## src/rtl/evt_counter_pkg.sv

```systemverilog
// Shared types and defaults for the event counter bank.
package evt_counter_pkg;

  localparam int DEFAULT_WIDTH = 17;

  typedef enum logic {
    DIR_UP   = 1'b0,
    DIR_DOWN = 1'b1
  } dir_e;

  typedef enum logic {
    LIMIT_WRAP = 1'b0,
    LIMIT_SAT  = 1'b1
  } limit_e;

endpackage

```

## src/rtl/evt_counter_chan.sv

```systemverilog
// One event counter channel: programmable modulus, up/down, wrap/saturate,
// parallel load and a registered terminal-count pulse.
module evt_counter_chan
  import evt_counter_pkg::*;
#(
  parameter int WIDTH = DEFAULT_WIDTH
) (
  input  logic             clk_in,
  input  logic             rst_in,
  input  logic             evt_in,
  input  logic             load_in,
  input  logic [WIDTH-1:0] load_val_in,
  input  logic [WIDTH-1:0] max_in,
  input  logic             dir_in,
  input  logic             sat_in,
  output logic [WIDTH-1:0] count_out,
  output logic             tc_out
);

  dir_e             dir;
  limit_e           limit;
  logic [WIDTH-1:0] next_count;
  logic             next_tc;

  assign dir   = dir_e'(dir_in);
  assign limit = limit_e'(sat_in);

  // Limit checks always precede the +/-1 so no value ever leaves WIDTH bits.
  always_comb begin
    next_count = count_out;
    next_tc    = 1'b0;
    if (load_in) begin
      next_count = (load_val_in > max_in) ? max_in : load_val_in;
    end else if (evt_in) begin
      if (dir == DIR_UP) begin
        if (count_out >= max_in) begin
          next_tc    = 1'b1;
          next_count = (limit == LIMIT_SAT) ? max_in : '0;
        end else begin
          next_count = count_out + 1'b1;
        end
      end else begin
        if (count_out > max_in) begin
          // Max was lowered below the live count: clamp silently.
          next_count = max_in;
        end else if (count_out == '0) begin
          next_tc    = 1'b1;
          next_count = (limit == LIMIT_SAT) ? '0 : max_in;
        end else begin
          next_count = count_out - 1'b1;
        end
      end
    end
  end

  always_ff @(posedge clk_in) begin
    if (rst_in) begin
      count_out <= '0;
      tc_out    <= 1'b0;
    end else begin
      count_out <= next_count;
      tc_out    <= next_tc;
    end
  end

endmodule

```

## src/rtl/evt_counter_bank.sv

```systemverilog
// Bank of independent event counters; the top only slices the packed buses
// into per-channel instances.
module evt_counter_bank
  import evt_counter_pkg::*;
#(
  parameter int CHANNELS = 4,
  parameter int WIDTH    = DEFAULT_WIDTH
) (
  input  logic                      clk_in,
  input  logic                      rst_in,
  input  logic [CHANNELS-1:0]       evt_in,
  input  logic [CHANNELS-1:0]       load_in,
  input  logic [CHANNELS*WIDTH-1:0] load_val_in,
  input  logic [CHANNELS*WIDTH-1:0] max_in,
  input  logic [CHANNELS-1:0]       dir_in,
  input  logic [CHANNELS-1:0]       sat_in,
  output logic [CHANNELS*WIDTH-1:0] count_out,
  output logic [CHANNELS-1:0]       tc_out
);

  for (genvar ch = 0; ch < CHANNELS; ch++) begin : g_chan
    evt_counter_chan #(
      .WIDTH(WIDTH)
    ) u_chan (
      .clk_in      (clk_in),
      .rst_in      (rst_in),
      .evt_in      (evt_in[ch]),
      .load_in     (load_in[ch]),
      .load_val_in (load_val_in[ch*WIDTH +: WIDTH]),
      .max_in      (max_in[ch*WIDTH +: WIDTH]),
      .dir_in      (dir_in[ch]),
      .sat_in      (sat_in[ch]),
      .count_out   (count_out[ch*WIDTH +: WIDTH]),
      .tc_out      (tc_out[ch])
    );
  end

endmodule
```

## config.mk

```make
export PLATFORM = sky130hd
export DESIGN_NAME = evt_counter_bank
export DESIGN_NICKNAME = d
export VERILOG_FILES = /design/src/rtl/evt_counter_pkg.sv /design/src/rtl/evt_counter_chan.sv /design/src/rtl/evt_counter_bank.sv
export SDC_FILE = /design/constraint.sdc
export NUM_CORES = 1
export LEC_CHECK = 0
export ABC_CLOCK_PERIOD_IN_PS = 3560
export CAP_MARGIN = 20
export CORE_AREA = 2 2 148 150
export CTS_BUF_LIST = sky130_fd_sc_hd__clkbuf_8
export CTS_CLUSTER_SIZE = 28
export DETAILED_ROUTE_END_ITERATION = 8
export DIE_AREA = 0 0 150 152
export PLACE_DENSITY = 0.83
export SLEW_MARGIN = 20
export SYNTH_ARGS = -nofsm -noshare
export SYNTH_HDL_FRONTEND = slang
export SYNTH_SLANG_ARGS = --single-unit
```

## constraint.sdc

```tcl
create_clock -name clk_in -period 3.56 [get_ports clk_in]
set_clock_uncertainty 0.15 [all_clocks]
set_input_delay 0.534 -clock clk_in [delete_from_list [all_inputs] [get_ports clk_in]]
set_output_delay 0.534 -clock clk_in [all_outputs]
set_load 0.05 [all_outputs]
```

==> flow_summary.ini <==
[global_route]
antenna_found_initial = 0
grt_pass1_vias = 13393
grt_usage = 0.3507
grt.overflow.total = 0
grt_max_degree = 34
grt_pass1_wl_um = 65670

[floorplanning]
dieArea_um2 = 22800
io_pins = 226
die-width_um = 150
coreArea_um2 = 21350
row_count = 54
fp.dieH_um = 152
initial_utilization = 0.5347

[setup_path]
path_class = input port to flop
worstSetupStartpoint = max_in[48]
r2r-start = g_chan[2].u_chan.count_out[5]
crit_path_start_kind = input port
cp.required_ns = 3.70
critPathMaxFanout = 6
worstSetupEndpointType = flop
cp.arrival_ns = 3.47

[synth]
yosys_register_bits = 72
syn_nets = 1861
synthDistinctLibCells = 94
syn_area_um2 = 11420
synth_warnings = 0
avgSynthCellArea_um2 = 7.323
async_flop_share = 0
seq_area_frac_synth = 0.1263
syn-instance-count = 1559
synth_ff_type = dfxtp_1
synth_edf_count = 0

[sta]
finalHoldViolCount = 0
tightest_slew_ns = 0.7741
rsz0062_at_grt = false
slew_violations = 0
setup_viol = 0
slew_headroom = 0.4823
max_freq_mhz = 300.1
setup_tns_ns = 0
finalCritPeriodShare = 0.9360
whs_ns = 0.4807
fin_crit_ns = 3.332

[routing]
wl_met2_um = 19240
dr_total_vias = 13628
routed_wl_um = 41240
drcViolationCount = 0
drt-wirelength-per-cell_um = 19.25
via_per_inst = 6.362
top_layer_used = met4
final_antenna_net_count = 0
wl_met1_um = 17040
dr.first_iter.drc_count = 1126
dr.pass1.iters = 7
dr_wl_met3_um = 3431

[clock_tree]
cts_tree = yes
cts_setup_buffers = 0
cts.sinks = 72
holdBufCountCts = 0
clock_path_buffers = 2
cts_root_buf = clkbuf_8
cts_inserted_buffers = 9
clk_latency_ns = 0.39
clk_pin_slew_ns = 0.10
htree_levels = 3

[cells_and_area]
utilization = 0.7085
syn2layout_area_growth_pct = 32.51
final.fill_count = 1757
diodes = 0
final_area_um2 = 15130
nets = 2159
layout-drive-gt1-share = 0.1310
final_common_cell = clkdlybuf4s50_1
instances_no_fill = 2142
final_cell_mix = clkdlybuf4s50_1 (224), buf_4 (167), ha_1 (148)

[power]
power.static_leakage_nw = 6.530
power_density_nw_per_um2 = 283.9
ir_drop_uv = 189.0

[placement]
dpl.cell_count = 2126
port_buffers = 225
hpwl_um = 32230
gp_congestion = 1.032
place_area_um2 = 14950

[hold_path]
holdCritPathClass = flop to flop
hold_start = g_chan[3].u_chan.count_out[16]

[run_status]
status = finished clean

[run]
cap_viol_max_count = 0
flip-flops by register name (all words and copies together), names as in the netlist:
signal / cells
g_chan.u_chan.count_out: 68
g_chan.u_chan.tc_out: 4
cell type report:
| cell class | instances | area (µm²) | area share |
|---|---|---|---|
| Clock inverter | 6 | 28.78 | 0.001902 |
| Tap cell | 280 | 350.3 | 0.02316 |
| Multi-Input combinational cell | 1280 | 9171 | 0.6063 |
| Timing Repair Buffer | 399 | 3641 | 0.2407 |
| Inverter | 95 | 356.6 | 0.02357 |
| Sequential cell | 72 | 1441 | 0.09529 |
| Clock buffer | 10 | 137.6 | 0.009098 |
worst paths after layout:
kind	slack, ns	depth (start not counted)	endpoint
min	0.48	2	g_chan[3].u_chan.count_out[16]
max	0.23	13	g_chan[2].u_chan.count_out[4]
min reg2reg	0.48	2	g_chan[3].u_chan.count_out[16]
max reg2reg	0.42	11	g_chan[2].u_chan.count_out[4]
cells in the mapped netlist (19+ instances only):
cell	instances	area [µm²]
a211oi_1	20	150.1
a21oi_1	117	585.6
a221oi_1	42	367.9
a31oi_1	19	118.9
clkbuf_1	85	319.1
dfxtp_1	72	1441
ha_1	148	1852
inv_1	94	352.8
mux2i_1	45	450.4
nand2_1	106	397.9
nand3_1	61	305.3
nand4_1	37	231.5
nor2_1	141	529.3
nor3_1	45	225.2
o21ai_0	70	350.3
xnor2_1	52	455.4
xor2_1	56	490.5
routing by layer:
metal	global-route usage	up-vias
li1	-	6400
met1	0.4472	6321
met2	0.5823	769
met3	0.04715	138
met4	0.1626	0
met5	0	-
critical path, stage by stage:
cell and delay [ns]:
clkdlybuf4s50_1 0.48, inv_1 0.06, ha_1 0.31, buf_4 0.14
and4_1 0.17, a21oi_1 0.18, o221ai_1 0.18, or3_1 0.43
a211oi_2 0.25, buf_4 0.20, o21ai_0 0.08, and3_1 0.19
a2111oi_2 0.27
repair_timing:
item / CTS / global route
hold endpoints to repair: 0 / 0
resized for setup: 0 / 2
setup endpoints to repair: 0 / 1
where the power goes:
group | switching (mW) | internal (mW)
clock | 0.382 | 0.264
sequential | 0.149 | 0.887
combinational | 1.48 | 1.13
logic make-up (layout without fill, tap and decap cells):
logic type	count (synthesis)	after routing	synth area share
compound gates	433	433	0.2621
xor+xnor	108	108	0.08286
fa+ha+maj	148	148	0.1622
buf+inv	207	510	0.07288
flops	72	72	0.1263
mux	61	61	0.05524
simple gates	530	530	0.2385
through the flow:
step / power, mW / worst slack, ns
after floorplan: 2.608 / 0.3767
after global placement: 3.539 / -0.07842
after detailed placement: 3.598 / -0.1352
after CTS: 4.244 / 0.2609
after global routing: 4.531 / 0.003035
final: 4.295 / 0.2279
Note: power is estimated with default switching activity, not from simulation.
